==> src/rtl/load_store_unit_if.sv <==
// Request/response and data-memory signals of the load/store unit, bundled
// so that the unit, its requester and the memory model share one port list.
interface load_store_unit_if #(
  parameter int addrW = 16
);
  // Handshake: req and its fields are sampled only on a rising edge where busy=0.
  // A sampled req either starts an access (busy rises the next cycle) or is
  // rejected as illegal/misaligned. Every sampled req ends in exactly one
  // single-cycle done pulse, with fault qualified by done. A req seen while
  // busy=1 is dropped. A new req may be presented in the done cycle itself.
  logic              req;
  logic              isStore;
  logic [2:0]        funct3;
  logic [addrW+1:0]  byteAddr;
  logic [31:0]       storeData;
  logic              busy;
  logic              done;
  logic              fault;
  logic [31:0]       loadData;
  logic [addrW-1:0]  memAddr;
  logic [31:0]       memDataW;
  logic              memRW;
  logic [31:0]       memDataR;
  logic [2:0]        fsm_state;

  modport master (
    output req, isStore, funct3, byteAddr, storeData, memDataR,
    input  busy, done, fault, loadData, memAddr, memDataW, memRW, fsm_state
  );

  modport slave (
    input  req, isStore, funct3, byteAddr, storeData, memDataR,
    output busy, done, fault, loadData, memAddr, memDataW, memRW, fsm_state
  );
endinterface

==> src/rtl/load_store_unit.sv <==
// RV32I load/store unit: byte/half/word loads with extension, word stores,
// and read-modify-write for byte/half stores against a synchronous-read memory.
module load_store_unit #(
  parameter int addrW = 16
) (
  input logic              sysCLK,
  input logic              resetN,
  load_store_unit_if.slave bus
);
  typedef enum logic [2:0] {
    IDLE = 3'd0,
    RD   = 3'd1,
    MRG  = 3'd2,
    DAT  = 3'd3,
    WR   = 3'd4
  } state_t;

  state_t            state, state_nxt;
  logic              is_store_q;
  logic [2:0]        funct3_q;
  logic [1:0]        lane_q;
  logic [15:0]       store_q;
  logic [addrW-1:0]  mem_addr_q;
  logic [31:0]       mem_wdata_q;
  logic [31:0]       load_q;
  logic              done_q;
  logic              fault_q;

  logic              legal;
  logic              aligned;
  logic              accept_ok;
  logic              is_sw;
  logic [7:0]        byte_sel;
  logic [15:0]       half_sel;
  logic [31:0]       load_ext;
  logic [31:0]       merged;

  // Request decode works on the live inputs because it is only used in IDLE.
  always_comb begin
    legal = 1'b0;
    if (bus.isStore) begin
      legal = (bus.funct3 == 3'b000) || (bus.funct3 == 3'b001) || (bus.funct3 == 3'b010);
    end else begin
      case (bus.funct3)
        3'b000, 3'b001, 3'b010, 3'b100, 3'b101: legal = 1'b1;
        default:                                legal = 1'b0;
      endcase
    end
    case (bus.funct3[1:0])
      2'b01:   aligned = ~bus.byteAddr[0];
      2'b10:   aligned = (bus.byteAddr[1:0] == 2'b00);
      default: aligned = 1'b1;
    endcase
  end

  assign accept_ok = legal && aligned;
  assign is_sw     = bus.isStore && (bus.funct3 == 3'b010);

  always_comb begin
    state_nxt = state;
    case (state)
      IDLE:    if (bus.req && accept_ok) state_nxt = is_sw ? WR : RD;
      RD:      state_nxt = is_store_q ? MRG : DAT;
      MRG:     state_nxt = WR;
      DAT:     state_nxt = IDLE;
      WR:      state_nxt = IDLE;
      default: state_nxt = IDLE;
    endcase
  end

  always_ff @(posedge sysCLK or negedge resetN) begin
    if (!resetN) state <= IDLE;
    else         state <= state_nxt;
  end

  // Lane extraction and insertion on the word returned by memory.
  always_comb begin
    case (lane_q)
      2'd0:    byte_sel = bus.memDataR[7:0];
      2'd1:    byte_sel = bus.memDataR[15:8];
      2'd2:    byte_sel = bus.memDataR[23:16];
      default: byte_sel = bus.memDataR[31:24];
    endcase
    half_sel = lane_q[1] ? bus.memDataR[31:16] : bus.memDataR[15:0];

    case (funct3_q)
      3'b000:  load_ext = {{24{byte_sel[7]}}, byte_sel};
      3'b001:  load_ext = {{16{half_sel[15]}}, half_sel};
      3'b100:  load_ext = {24'h0, byte_sel};
      3'b101:  load_ext = {16'h0, half_sel};
      default: load_ext = bus.memDataR;
    endcase

    merged = bus.memDataR;
    if (funct3_q[0]) begin
      if (lane_q[1]) merged[31:16] = store_q;
      else           merged[15:0]  = store_q;
    end else begin
      case (lane_q)
        2'd0:    merged[7:0]   = store_q[7:0];
        2'd1:    merged[15:8]  = store_q[7:0];
        2'd2:    merged[23:16] = store_q[7:0];
        default: merged[31:24] = store_q[7:0];
      endcase
    end
  end

  always_ff @(posedge sysCLK or negedge resetN) begin
    if (!resetN) begin
      is_store_q  <= 1'b0;
      funct3_q    <= 3'b000;
      lane_q      <= 2'b00;
      store_q     <= 16'h0;
      mem_addr_q  <= '0;
      mem_wdata_q <= 32'h0;
      load_q      <= 32'h0;
      done_q      <= 1'b0;
      fault_q     <= 1'b0;
    end else begin
      done_q  <= 1'b0;
      fault_q <= 1'b0;
      case (state)
        IDLE: begin
          if (bus.req) begin
            if (accept_ok) begin
              is_store_q <= bus.isStore;
              funct3_q   <= bus.funct3;
              lane_q     <= bus.byteAddr[1:0];
              store_q    <= bus.storeData[15:0];
              mem_addr_q <= bus.byteAddr[addrW+1:2];
              if (is_sw) mem_wdata_q <= bus.storeData;
            end else begin
              done_q  <= 1'b1;
              fault_q <= 1'b1;
            end
          end
        end
        MRG: mem_wdata_q <= merged;
        DAT: begin
          load_q <= load_ext;
          done_q <= 1'b1;
        end
        WR:      done_q <= 1'b1;
        default: ;
      endcase
    end
  end

  assign bus.busy      = (state != IDLE);
  assign bus.done      = done_q;
  assign bus.fault     = fault_q;
  assign bus.loadData  = load_q;
  assign bus.memAddr   = mem_addr_q;
  assign bus.memDataW  = mem_wdata_q;
  assign bus.memRW     = (state == WR);
  assign bus.fsm_state = state;
endmodule

==> src/flat_wrapper.sv <==
// flat-port wrapper written by rule: the top's interface ports become plain ports
module load_store_unit_flat 
#(
  parameter int addrW = 16
)
  (sysCLK, resetN, bus_req, bus_isStore, bus_funct3, bus_byteAddr, bus_storeData, bus_memDataR, bus_busy, bus_done, bus_fault, bus_loadData, bus_memAddr, bus_memDataW, bus_memRW, bus_fsm_state);
  load_store_unit_if #(.addrW(addrW)) bus_i ();
  input logic sysCLK;
  input logic resetN;
  input wire logic [$bits(bus_i.req)-1:0] bus_req;
  input wire logic [$bits(bus_i.isStore)-1:0] bus_isStore;
  input wire logic [$bits(bus_i.funct3)-1:0] bus_funct3;
  input wire logic [$bits(bus_i.byteAddr)-1:0] bus_byteAddr;
  input wire logic [$bits(bus_i.storeData)-1:0] bus_storeData;
  input wire logic [$bits(bus_i.memDataR)-1:0] bus_memDataR;
  output wire logic [$bits(bus_i.busy)-1:0] bus_busy;
  output wire logic [$bits(bus_i.done)-1:0] bus_done;
  output wire logic [$bits(bus_i.fault)-1:0] bus_fault;
  output wire logic [$bits(bus_i.loadData)-1:0] bus_loadData;
  output wire logic [$bits(bus_i.memAddr)-1:0] bus_memAddr;
  output wire logic [$bits(bus_i.memDataW)-1:0] bus_memDataW;
  output wire logic [$bits(bus_i.memRW)-1:0] bus_memRW;
  output wire logic [$bits(bus_i.fsm_state)-1:0] bus_fsm_state;
  assign bus_i.req = bus_req;
  assign bus_i.isStore = bus_isStore;
  assign bus_i.funct3 = bus_funct3;
  assign bus_i.byteAddr = bus_byteAddr;
  assign bus_i.storeData = bus_storeData;
  assign bus_i.memDataR = bus_memDataR;
  assign bus_busy = bus_i.busy;
  assign bus_done = bus_i.done;
  assign bus_fault = bus_i.fault;
  assign bus_loadData = bus_i.loadData;
  assign bus_memAddr = bus_i.memAddr;
  assign bus_memDataW = bus_i.memDataW;
  assign bus_memRW = bus_i.memRW;
  assign bus_fsm_state = bus_i.fsm_state;
  load_store_unit #(.addrW(addrW)) u_core (.sysCLK(sysCLK), .resetN(resetN), .bus(bus_i));
endmodule
==> config.mk <==
export PLATFORM = sky130hd
export DESIGN_NAME = load_store_unit_flat
export DESIGN_NICKNAME = d
export VERILOG_FILES = /design/src/rtl/load_store_unit_if.sv /design/src/rtl/load_store_unit.sv /design/src/flat_wrapper.sv
export SDC_FILE = /design/constraint.sdc
export NUM_CORES = 1
export LEC_CHECK = 0
export CORE_MARGIN = 2
export CORE_UTILIZATION = 45
export CTS_BUF_LIST = sky130_fd_sc_hd__clkbuf_4
export DETAILED_ROUTE_END_ITERATION = 8
export DONT_BUFFER_PORTS = 1
export SYNTH_ARGS = -nofsm -noshare
export SYNTH_HDL_FRONTEND = slang
export SYNTH_SLANG_ARGS = --single-unit
==> constraint.sdc <==
create_clock -name sysCLK -period 2 [get_ports sysCLK]
set_clock_uncertainty 0.05 [all_clocks]
set_input_delay 0.4 -clock sysCLK [delete_from_list [all_inputs] [get_ports sysCLK]]
set_output_delay 0.4 -clock sysCLK [all_outputs]
set_load 0.005 [all_outputs]
After elaboration in Yosys (flattened, before gate mapping)
Cells that the tools add are included.
{"block": "word_totals", "reg_bits": 107, "inputBits": 89, "output_inout_bits": 87, "wordCells": 72}
{"block": "classes", "n_eq_ne": 19, "mux": 25, "n_bitwise": 1, "reduce_logical": 17}
{"op": "32-bit 2-to-1 mux", "n": 4}
{"op": "32-bit case mux with 4 select lines", "n": 1}
{"op": "32-bit case mux with 2 select lines", "n": 1}
{"op": "16-bit 2-to-1 mux", "n": 3}
{"op": "8-bit 2-to-1 mux", "n": 4}
{"op": "8-bit case mux with 3 select lines", "n": 1}
{"op": "3-bit equality test, second input constant", "n": 5}
{"op": "3-bit by 1-bit equality test with 1-bit output, second input constant", "n": 3}
{"op": "3-bit by 2-bit equality test with 1-bit output, second input constant", "n": 3}
{"op": "3-bit zero test", "n": 3}
{"op": "3-bit case mux with 3 select lines", "n": 1}
{"op": "1-bit 2-to-1 mux", "n": 6}
{"op": "3-bit 2-to-1 mux", "n": 2}
{"op": "2-bit by 1-bit inequality test with 1-bit output, second input constant", "n": 3}
{"op": "5-bit OR reduction", "n": 1}
{"op": "2-bit by 1-bit equality test with 1-bit output, second input constant", "n": 2}
{"op": "2-bit equality test, second input constant", "n": 2}
{"op": "2-bit zero test", "n": 2}
{"op": "1-bit case mux with 2 select lines", "n": 2}
{"op": "4-bit AND reduction", "n": 1}
{"op": "1-bit logical AND", "n": 3}
{"op": "3-bit AND reduction", "n": 1}
{"op": "3-bit nonzero test", "n": 1}
{"op": "3-bit OR reduction", "n": 1}
{"op": "other kinds (5)", "n": 6}

Depth between registers and ports, before layout
Gate-level depths: netlist of run 1.
{"block": "logic_depth", "ltp_word": 8, "depth_mapped": 8, "mapped_depth_nobuf": 6}

Least setup slack after synthesis of run 1
No wires, ideal clock.
{"block": "synth_path", "path_kind": "in2reg", "startpoint": "in bus_funct3[0]", "endpoint": "reg u_core.mem_addr_q[0] (netlist: u_core.bus.memAddr[0])", "setup_ns": 0.125, "arrival_time_ns": 1.859, "t_required_ns": 1.825, "path_slack_ns": -0.033, "cell_stages": 8, "n_path_buf": 2, "cell_sequence": "inv_1 ha_1 inv_1 o311ai_2 o2111a_1 buf_6 buf_6 mux2_2"}
{"block": "synth_via", "elab_chain_len": 6, "elab_cells_between_ends": 15, "classes_between": "eq/ne: 6; mux: 3; reduce/logical: 6"}
{"item": "start: declaration", "line": "flat_wrapper.sv:12", "rtl": "input wire logic [$bits(bus_i.funct3)-1:0] bus_funct3;"}
{"item": "3-bit equality test, or another cell as far along", "line": "load_store_unit.sv:44", "rtl": "case (bus.funct3)"}
{"item": "5-bit OR reduction / 1-bit logical OR (equally long branches)", "line": "load_store_unit.sv:44, load_store_unit.sv:42"}
{"item": "1-bit 2-to-1 mux / 1-bit logical OR (equally long branches)", "line": "load_store_unit.sv:44, load_store_unit.sv:42"}
{"item": "1-bit 2-to-1 mux", "line": "load_store_unit.sv:41", "rtl": "if (bus.isStore) begin"}
{"item": "1-bit logical AND *", "line": "load_store_unit.sv:56", "rtl": "assign accept_ok = legal && aligned;"}
{"item": "3-bit AND reduction (no line) *"}
{"item": "end signal: assignment", "line": "load_store_unit.sv:130", "rtl": "mem_addr_q <= bus.byteAddr[addrW+1:2];"}
{"item": "end: declaration", "line": "load_store_unit.sv:23", "rtl": "logic [addrW-1:0] mem_addr_q;"}
Mark *: on every way between the ends. The rest lies on a longest branch, timed or not.
A chain may end at the register's enable or synchronous reset.

Final worst setup path of run 1
{"block": "layout_path", "startpoint": "reg u_core.state[2] (netlist: u_core.bus.fsm_state[2])", "endpoint": "out bus_busy"}
{"block": "layout_via", "elab_chain_len": 1}
{"item": "start: declaration", "line": "load_store_unit.sv:18", "rtl": "state_t state, state_nxt;"}
{"item": "start signal: assignment", "line": "load_store_unit.sv:73", "rtl": "else state <= state_nxt;"}
{"item": "3-bit nonzero test", "line": "load_store_unit.sv:149", "rtl": "assign bus.busy = (state != IDLE);"}
{"item": "end: declaration", "line": "flat_wrapper.sv:16", "rtl": "output wire logic [$bits(bus_i.busy)-1:0] bus_busy;"}
Every way passes these cells.

==> impl_results.md, run 1 <==
* Vias in the first global route at between 4,000 and 5,000
* Largest net degree at the start of global routing at 108
* Worst Setup End Kind: primary output
* Post-route ant nets at 0
* Die Width at 115 um
* Maxcap violations at 0
* CP Class: reg -> out
* Internal cell power at 5670 uW
* R2R Setup Slk at 0.15 ns
* Post-synth ARST share at 1.00
* DP HPWL at 11.5 mm
* Register Area at 0.00268 sq mm
* Die Area at around 0.013 sq mm
* Layout Area Growth over Synthesis at 15.8%
* Clk sinks at 107
* # DRC at 0
* Switch Pwr at 3770 uW
* Clock tree buffer depth at 2
* Final hold slack at -0.454 ns
* Clock slew at reported path FFs at 0.16 ns
* Stages on the worst setup path at 3
* Syn Area/Cell at slightly above 10 sq um
* Seq pwr share at 0.445
* Hold Violations, Final at 107
* Post-synthesis cell area at 0.00554 sq mm
* LEAKAGE at around 0.0027 uW
* Post-synth top area cell: dfrtp_1
* Vias after detailed routing at 4,549
* Sw Share at 0.399
* Setup violators final at 0
* DR WL/cell at 22.0 um
* Max VDD drop at 0.000626 V
* CTS tree: done
* Hold Buf Count CTS at 49
* Worst hold path type: in -> async
* Via density at 6.13
* Register area share after synthesis at 0.483
* Initial Util at 0.461
* Crit path max-delay cell type: dfrtp_2
* Cell row count at 40
* Area contributors post-synth: dfrtp_1 (48%), mux2_2 (16%), o21ai_0 (5.1%), nand3_1 (4.3%), a31oi_1 (3.6%)
* Worst Max-Slew Pin Slew at 0.455 ns
* Antenna violations before repair at 0
* Area of the multi-input gates at 0.00265 sq mm
* R2R Path End: u_core.bus.memDataW[22]
* Num ports at 176
* GR Overflow Total at 0
* Arr. time, crit path at 1.49 ns
* Initial DRC count at 366
* Gate Count Post-Synth at 550
* Filler instances at ~1,100
* RSZ-0062 raised after global routing: no
* Clock power frac at 0.119
* Violated checks: negative hold slack
* Max transition margin at 0.695
* Reg2Reg Depth at 4
* Reg-to-Reg Start: u_core.lane_q[0]
* Port Buffers at 0
* First-pass GRT wire length at 25.0 mm
* Post-layout min period at 1.94 ns
* RePlAce Congestion at 0.923
* Post-Syn Nets at ~640
* Max H-tree Level at 3
* Outcome: finished with violations
* Yosys reg bits at 107
* Root Driver: clkbuf_4
* Critical Path Start: u_core.bus.fsm_state[2]
* Critical path's top delay family: flip-flops
* Post-synth EDFFs at 0
* Highest clock rate at 0.517 GHz
* CP endpoint: bus_busy
* CP Data Required Time at 1.55 ns
* Post-synth cell types at 37
* Pwr/cell area at 1470 mW/mm^2
* Synth top area share at 0.483
* CP max FO at 8
* Worst setup SP type: flop
* Critical-path cell list: nor3_1 > buf_4 > inv_1
* DR pass1 iterations at 5
* Synth warn at 0
* Core Box Area at 0.0120 sq mm
* Routed wire length at ~16 mm
* Die Y at 115 um
* Critical Path Max Stage Delay at roughly 0.50 ns
* Fin. max-slew vios at 0
* Share of cells above drive strength 1 at 0.210
* Main synth FF type: dfrtp_1
* Setup bufs post-CTS at 0
* ANT cells at 0
* Net count, final at slightly below 700
* Fin Setup TNS at 0 ns
* CTS Buf Count at 9
* Total track usage at 0.248
* Buf+Inv Stages, Crit Path at 2
* Logic pwr share at 0.436
* Clock latency at the later pin of the worst-skew pair at between 0.4 and 0.5 ns
* Final worst-path cycle share at 0.968
[layout make-up]
type,instances,area share
Inverter,7,0.00410
Tap cell,147,0.0287
Timing Repair Buffer,73,0.114
Multi-Input combinational cell,392,0.414
Clock buffer,13,0.0152
Clock inverter,3,0.00605
Sequential cell,107,0.418
[routing by layer]
metal / routed length [um] / vias up / track usage
li1: - / 2049 / -
met1: 6880 / 2255 / 0.329
met2: 7480 / 227 / 0.387
met3: 1730 / 18 / 0.0796
met4: 212 / 0 / 0.0819
met5: 0 / - / 0
[Yosys cell counts, types with 2 or more instances]
master / instances
clkbuf_1: 26
nand3b_1: 11
nand3_1: 48
a31oi_1: 32
mux2_2: 78
nand2b_1: 4
buf_2: 9
or3_1: 7
a211o_1: 7
o21a_1: 2
buf_1: 3
buf_6: 4
nand2_1: 48
buf_4: 2
a21oi_1: 20
inv_1: 7
and3b_1: 16
dfrtp_1: 107
nor3b_1: 3
nor2_1: 35
o21ai_0: 56
ha_1: 3
and2_1: 8
[state kept, by name, indices dropped and copies added, names as in the netlist]
| signal | cells |
|---|---|
| u_core.bus.loadData | 32 |
| u_core.bus.done | 1 |
| u_core.funct3_q | 3 |
| u_core.is_store_q | 1 |
| u_core.bus.fault | 1 |
| u_core.bus.fsm_state | 3 |
| u_core.bus.memAddr | 16 |
| u_core.lane_q | 2 |
| u_core.store_q | 16 |
| u_core.bus.memDataW | 32 |
[cell usage in the layout, fill, tap and decap left out, drive strengths merged, types with 4 or more instances in the layout]
cell type | Yosys | final
a211o | 7 | 7
a21oi | 20 | 20
a31oi | 32 | 32
and2 | 8 | 8
and3b | 16 | 16
buf | 18 | 24
clkbuf | 26 | 13
dfrtp | 107 | 107
dlygate4sd3 | 0 | 49
inv | 7 | 7
mux2 | 78 | 78
nand2 | 48 | 48
nand2b | 4 | 4
nand3 | 48 | 48
nand3b | 11 | 11
nor2 | 35 | 35
o21ai | 57 | 57
or3 | 7 | 7
[timing repair]
action	CTS	global route
gates resized for setup	0	3
hold endpoints to repair	157	107
endpoints found under the setup margin	0	15
[cells by family (layout without fill, tap and decap cells)]
logic type / count (synthesis) / after routing / share of synthesized area
and+or+nand+nor: 184 / 184 / 0.170
AOI/OAI and AO/OA: 126 / 126 / 0.134
DFF: 107 / 107 / 0.483
muxes: 79 / 79 / 0.163
buffers and inverters: 51 / 96 / 0.0434
adders and majority gates: 3 / 3 / 0.00678
[power groups by stage]
stage,sequential [uW],combinational (uW),clock (uW)
finish,4200,4120,1130
global route,4350,4550,1230
CTS,4200,4080,1160
detailed placement,4250,3980,0
global placement,4230,3890,0
floorplan,3880,3090,0
[metrics by stage]
step	cells	setup WS (ns)	cell area [sq um]	total power, uW	util
after floorplan	550	0.0440	5550	6970	-
after global placement	677	0.0500	5780	8110	0.481
after detailed placement	677	0.0147	5780	8230	0.481
after CTS	742	0.00355	6410	9440	0.533
after global routing	742	0.000671	6410	10100	0.534
final	742	0.0640	6410	9440	0.534
[worst min path at each step]
stage / startpoint / endpoint / slack [ns]
after global routing: resetN / u_core.bus.loadData[1] / -0.48
final: resetN / u_core.bus.loadData[11] / -0.45
after global placement: resetN / u_core.bus.loadData[28] / 0.06
after CTS: resetN / u_core.bus.loadData[1] / -0.49
after detailed placement: resetN / u_core.bus.loadData[28] / 0.06
after floorplan: resetN / u_core.bus.done / 0.05
Note: power is estimated with default switching activity, not from simulation.
==> run 2, diff against run 1 <==
--- a/config.mk
+++ b/config.mk
@@ -5,6 +5,7 @@
 export SDC_FILE = /design/constraint.sdc
 export NUM_CORES = 1
 export LEC_CHECK = 0
+export CORE_ASPECT_RATIO = 1.25
 export CORE_MARGIN = 2
 export CORE_UTILIZATION = 45
 export CTS_BUF_LIST = sky130_fd_sc_hd__clkbuf_4
==> run 2 against run 1 <==
Against the previous run: the run still ends with negative hold slack left; worst hold slack got worse by 0.024 ns; design area barely moved; power fell by 0.35%; die area barely moved; sequential share of layout area barely moved; critical path type unchanged.
==> impl_results.md, run 2 (same netlist as run 1, synthesis figures left out) <==
* Clock latency at the later pin of the worst-skew pair at 0.50 ns (was 0.47 ns)
* CP max FO at 5 (was 8)
* Via density at 5.87 (was 6.13)
* Fin. max-slew vios at 0 (unchanged)
* RSZ-0062 raised after global routing: no (unchanged)
* Worst setup SP type: flop (unchanged)
* Clk sinks at 107 (unchanged)
* Final hold slack at -0.478 ns (was -0.454 ns)
* CP Data Required Time at 1.55 ns (about the same)
* Hold Buf Count CTS at 47 (was 49)
* Highest clock rate at 0.527 GHz (was 0.517 GHz)
* Hold Violations, Final at 107 (unchanged)
* Total track usage at 0.249 (was 0.248)
* Max VDD drop at 0.000893 V (was 0.000626 V)
* Pwr/cell area at 1470 mW/mm^2 (about the same)
* Filler instances at 1,108 (was 1,086)
* Maxcap violations at 0 (unchanged)
* LEAKAGE at 0.00273 uW (was 0.00274 uW)
* Root Driver: clkbuf_4 (unchanged)
* DP HPWL at 11.6 mm (was 11.5 mm)
* Largest net degree at the start of global routing at 108 (unchanged)
* Arr. time, crit path at 1.45 ns (was 1.49 ns)
* Die Y at 128 um (was 115 um)
* CP Class: reg -> out (unchanged)
* Setup WS pre-CTS at -0.00159 ns (was 0.0147 ns)
* Commonest non-fill, non-tap cells in the layout: dfrtp_1 (107), mux2_2 (78), o21ai_0 (56) (was dfrtp_1 (106), mux2_2 (78), o21ai_0 (56))
* Commonest non-fill, non-tap cell in the layout: dfrtp_1 (unchanged)
* Critical Path Max Stage Delay at 0.47 ns (was 0.50 ns)
* Initial Util at 0.458 (was 0.461)
* Post-layout min period at 1.90 ns (was 1.94 ns)
* Core Box Area at 0.0121 sq mm (was 0.0120 sq mm)
* Cell row count at 45 (was 40)
* # DRC at 0 (unchanged)
* Worst Setup End Kind: primary output (unchanged)
* R2R Setup Slk at 0.11 ns (was 0.15 ns)
* Max transition margin at 0.632 (was 0.695)
* Violated checks: negative hold slack (unchanged)
* Antenna violations before repair at 1 (was 0)
* GR Overflow Total at 0 (unchanged)
* CTS tree: done (unchanged)
* Crit path max-delay cell type: dfrtp_1 (was dfrtp_2)
* Net count, final at 679 (was 682)
* RePlAce Congestion at 0.900 (was 0.923)
* Die Area at 0.0132 sq mm (about the same)
* Routed wire length at 16.3 mm (about the same)
* Clock tree buffer depth at 2 (unchanged)
* Num ports at 176 (unchanged)
* DR pass1 iterations at 6 (was 5)
* Worst Max-Slew Pin Slew at 0.548 ns (was 0.455 ns)
* Fin worst setup slack at 0.101 ns (was 0.0640 ns)
* Clock slew at reported path FFs at 0.19 ns (was 0.16 ns)
* Vias after detailed routing at 4,440 (was 4,549)
* Vias in the first global route at 4,537 (was 4,538)
* Layout Area Growth over Synthesis at 15.8% (about the same)
* Max H-tree Level at 3 (unchanged)
* Port Buffers at 0 (unchanged)
* Worst hold path type: in -> async (unchanged)
* DR WL/cell at 21.6 um (was 22.0 um)
* Die Width at 103 um (was 115 um)
* Final worst-path cycle share at 0.949 (was 0.968)
* Critical-path cell list: buf_4 > nor3b_1 (was nor3_1 > buf_4 > inv_1)
* CTS Buf Count at 9 (unchanged)
* First-pass GRT wire length at 24.9 mm (was 25.0 mm)
* Initial DRC count at 323 (was 366)
* Final Power at 9410 uW (was 9440 uW)
* Setup violators final at 0 (unchanged)
* Post-route ant nets at 0 (unchanged)
* Share of cells above drive strength 1 at 0.211 (was 0.210)
* Outcome: finished with violations (unchanged)
## run 2: final cells by class
type                    count  area, sq um  area share
diodes                      1         2.50    0.000390
repair buffers             70          706       0.110
inverters                   7         26.3     0.00410
clock inverters             7         65.1      0.0101
multi-input cells         392         2670       0.416
well taps                 164          205      0.0320
flip-flops and latches    107         2680       0.417
clock buffers               9         67.6      0.0105
## run 2: timing repair
item,CTS,global route
endpoints found under the setup margin,0,24
setup buffers,0,0
hold endpoints to repair,154,107
gates resized for setup,0,4
## run 2: path summary, 6_finish.rpt
path                                      endpoint  cells past startpoint                     from
max reg2reg                 u_core.bus.loadData[5]                      6         u_core.lane_q[1]
min in group sysCLK        u_core.bus.loadData[25]                      2         bus_memDataR[25]
max                                      bus_memRW                      2  u_core.bus.fsm_state[2]
min reg2reg                     u_core.store_q[15]                      1       u_core.store_q[15]
max in group asynchronous   u_core.bus.loadData[4]                      0                   resetN
min                         u_core.bus.memAddr[12]                      0                   resetN
## run 2: where the power goes
| part | total (uW) | leakage (uW) | switching [uW] | internal [uW] |
|---|---|---|---|---|
| sequential | 4220 | 0.00129 | 979 | 3240 |
| combinational | 4090 | 0.00137 | 2110 | 1980 |
| clock | 1100 | 0.0000714 | 810 | 289 |
## run 2: through the flow
step / hold slack (ns) / instances / setup TNS [ns] / cell area, sq um / util
finish: -0.478 / 757 / 0 / 6420 / 0.530
global route: -0.508 / 757 / 0 / 6420 / 0.530
CTS: -0.494 / 756 / 0 / 6400 / 0.528
detailed placement: 0.0590 / 693 / -0.00159 / 5790 / 0.479
global placement: 0.0592 / 693 / 0 / 5790 / 0.479
floorplan: 0.0544 / 550 / 0 / 5550 / -
## run 2: critical path, delay by kind of cell, from the launching register on
family / cells / cell delay [ns]
AND/OR/NAND/NOR: 1 / 0.32
flip-flops: 1 / 0.47
buffers and inverters: 1 / 0.17
## run 2: layer usage
layer,GRT usage,part of all wire,vias up
li1,-,-,2047
met2,0.416,0.50,177
met3,0.0671,0.091,20
met1,0.308,0.39,2196
met5,0,0,-
met4,0.0906,0.022,0
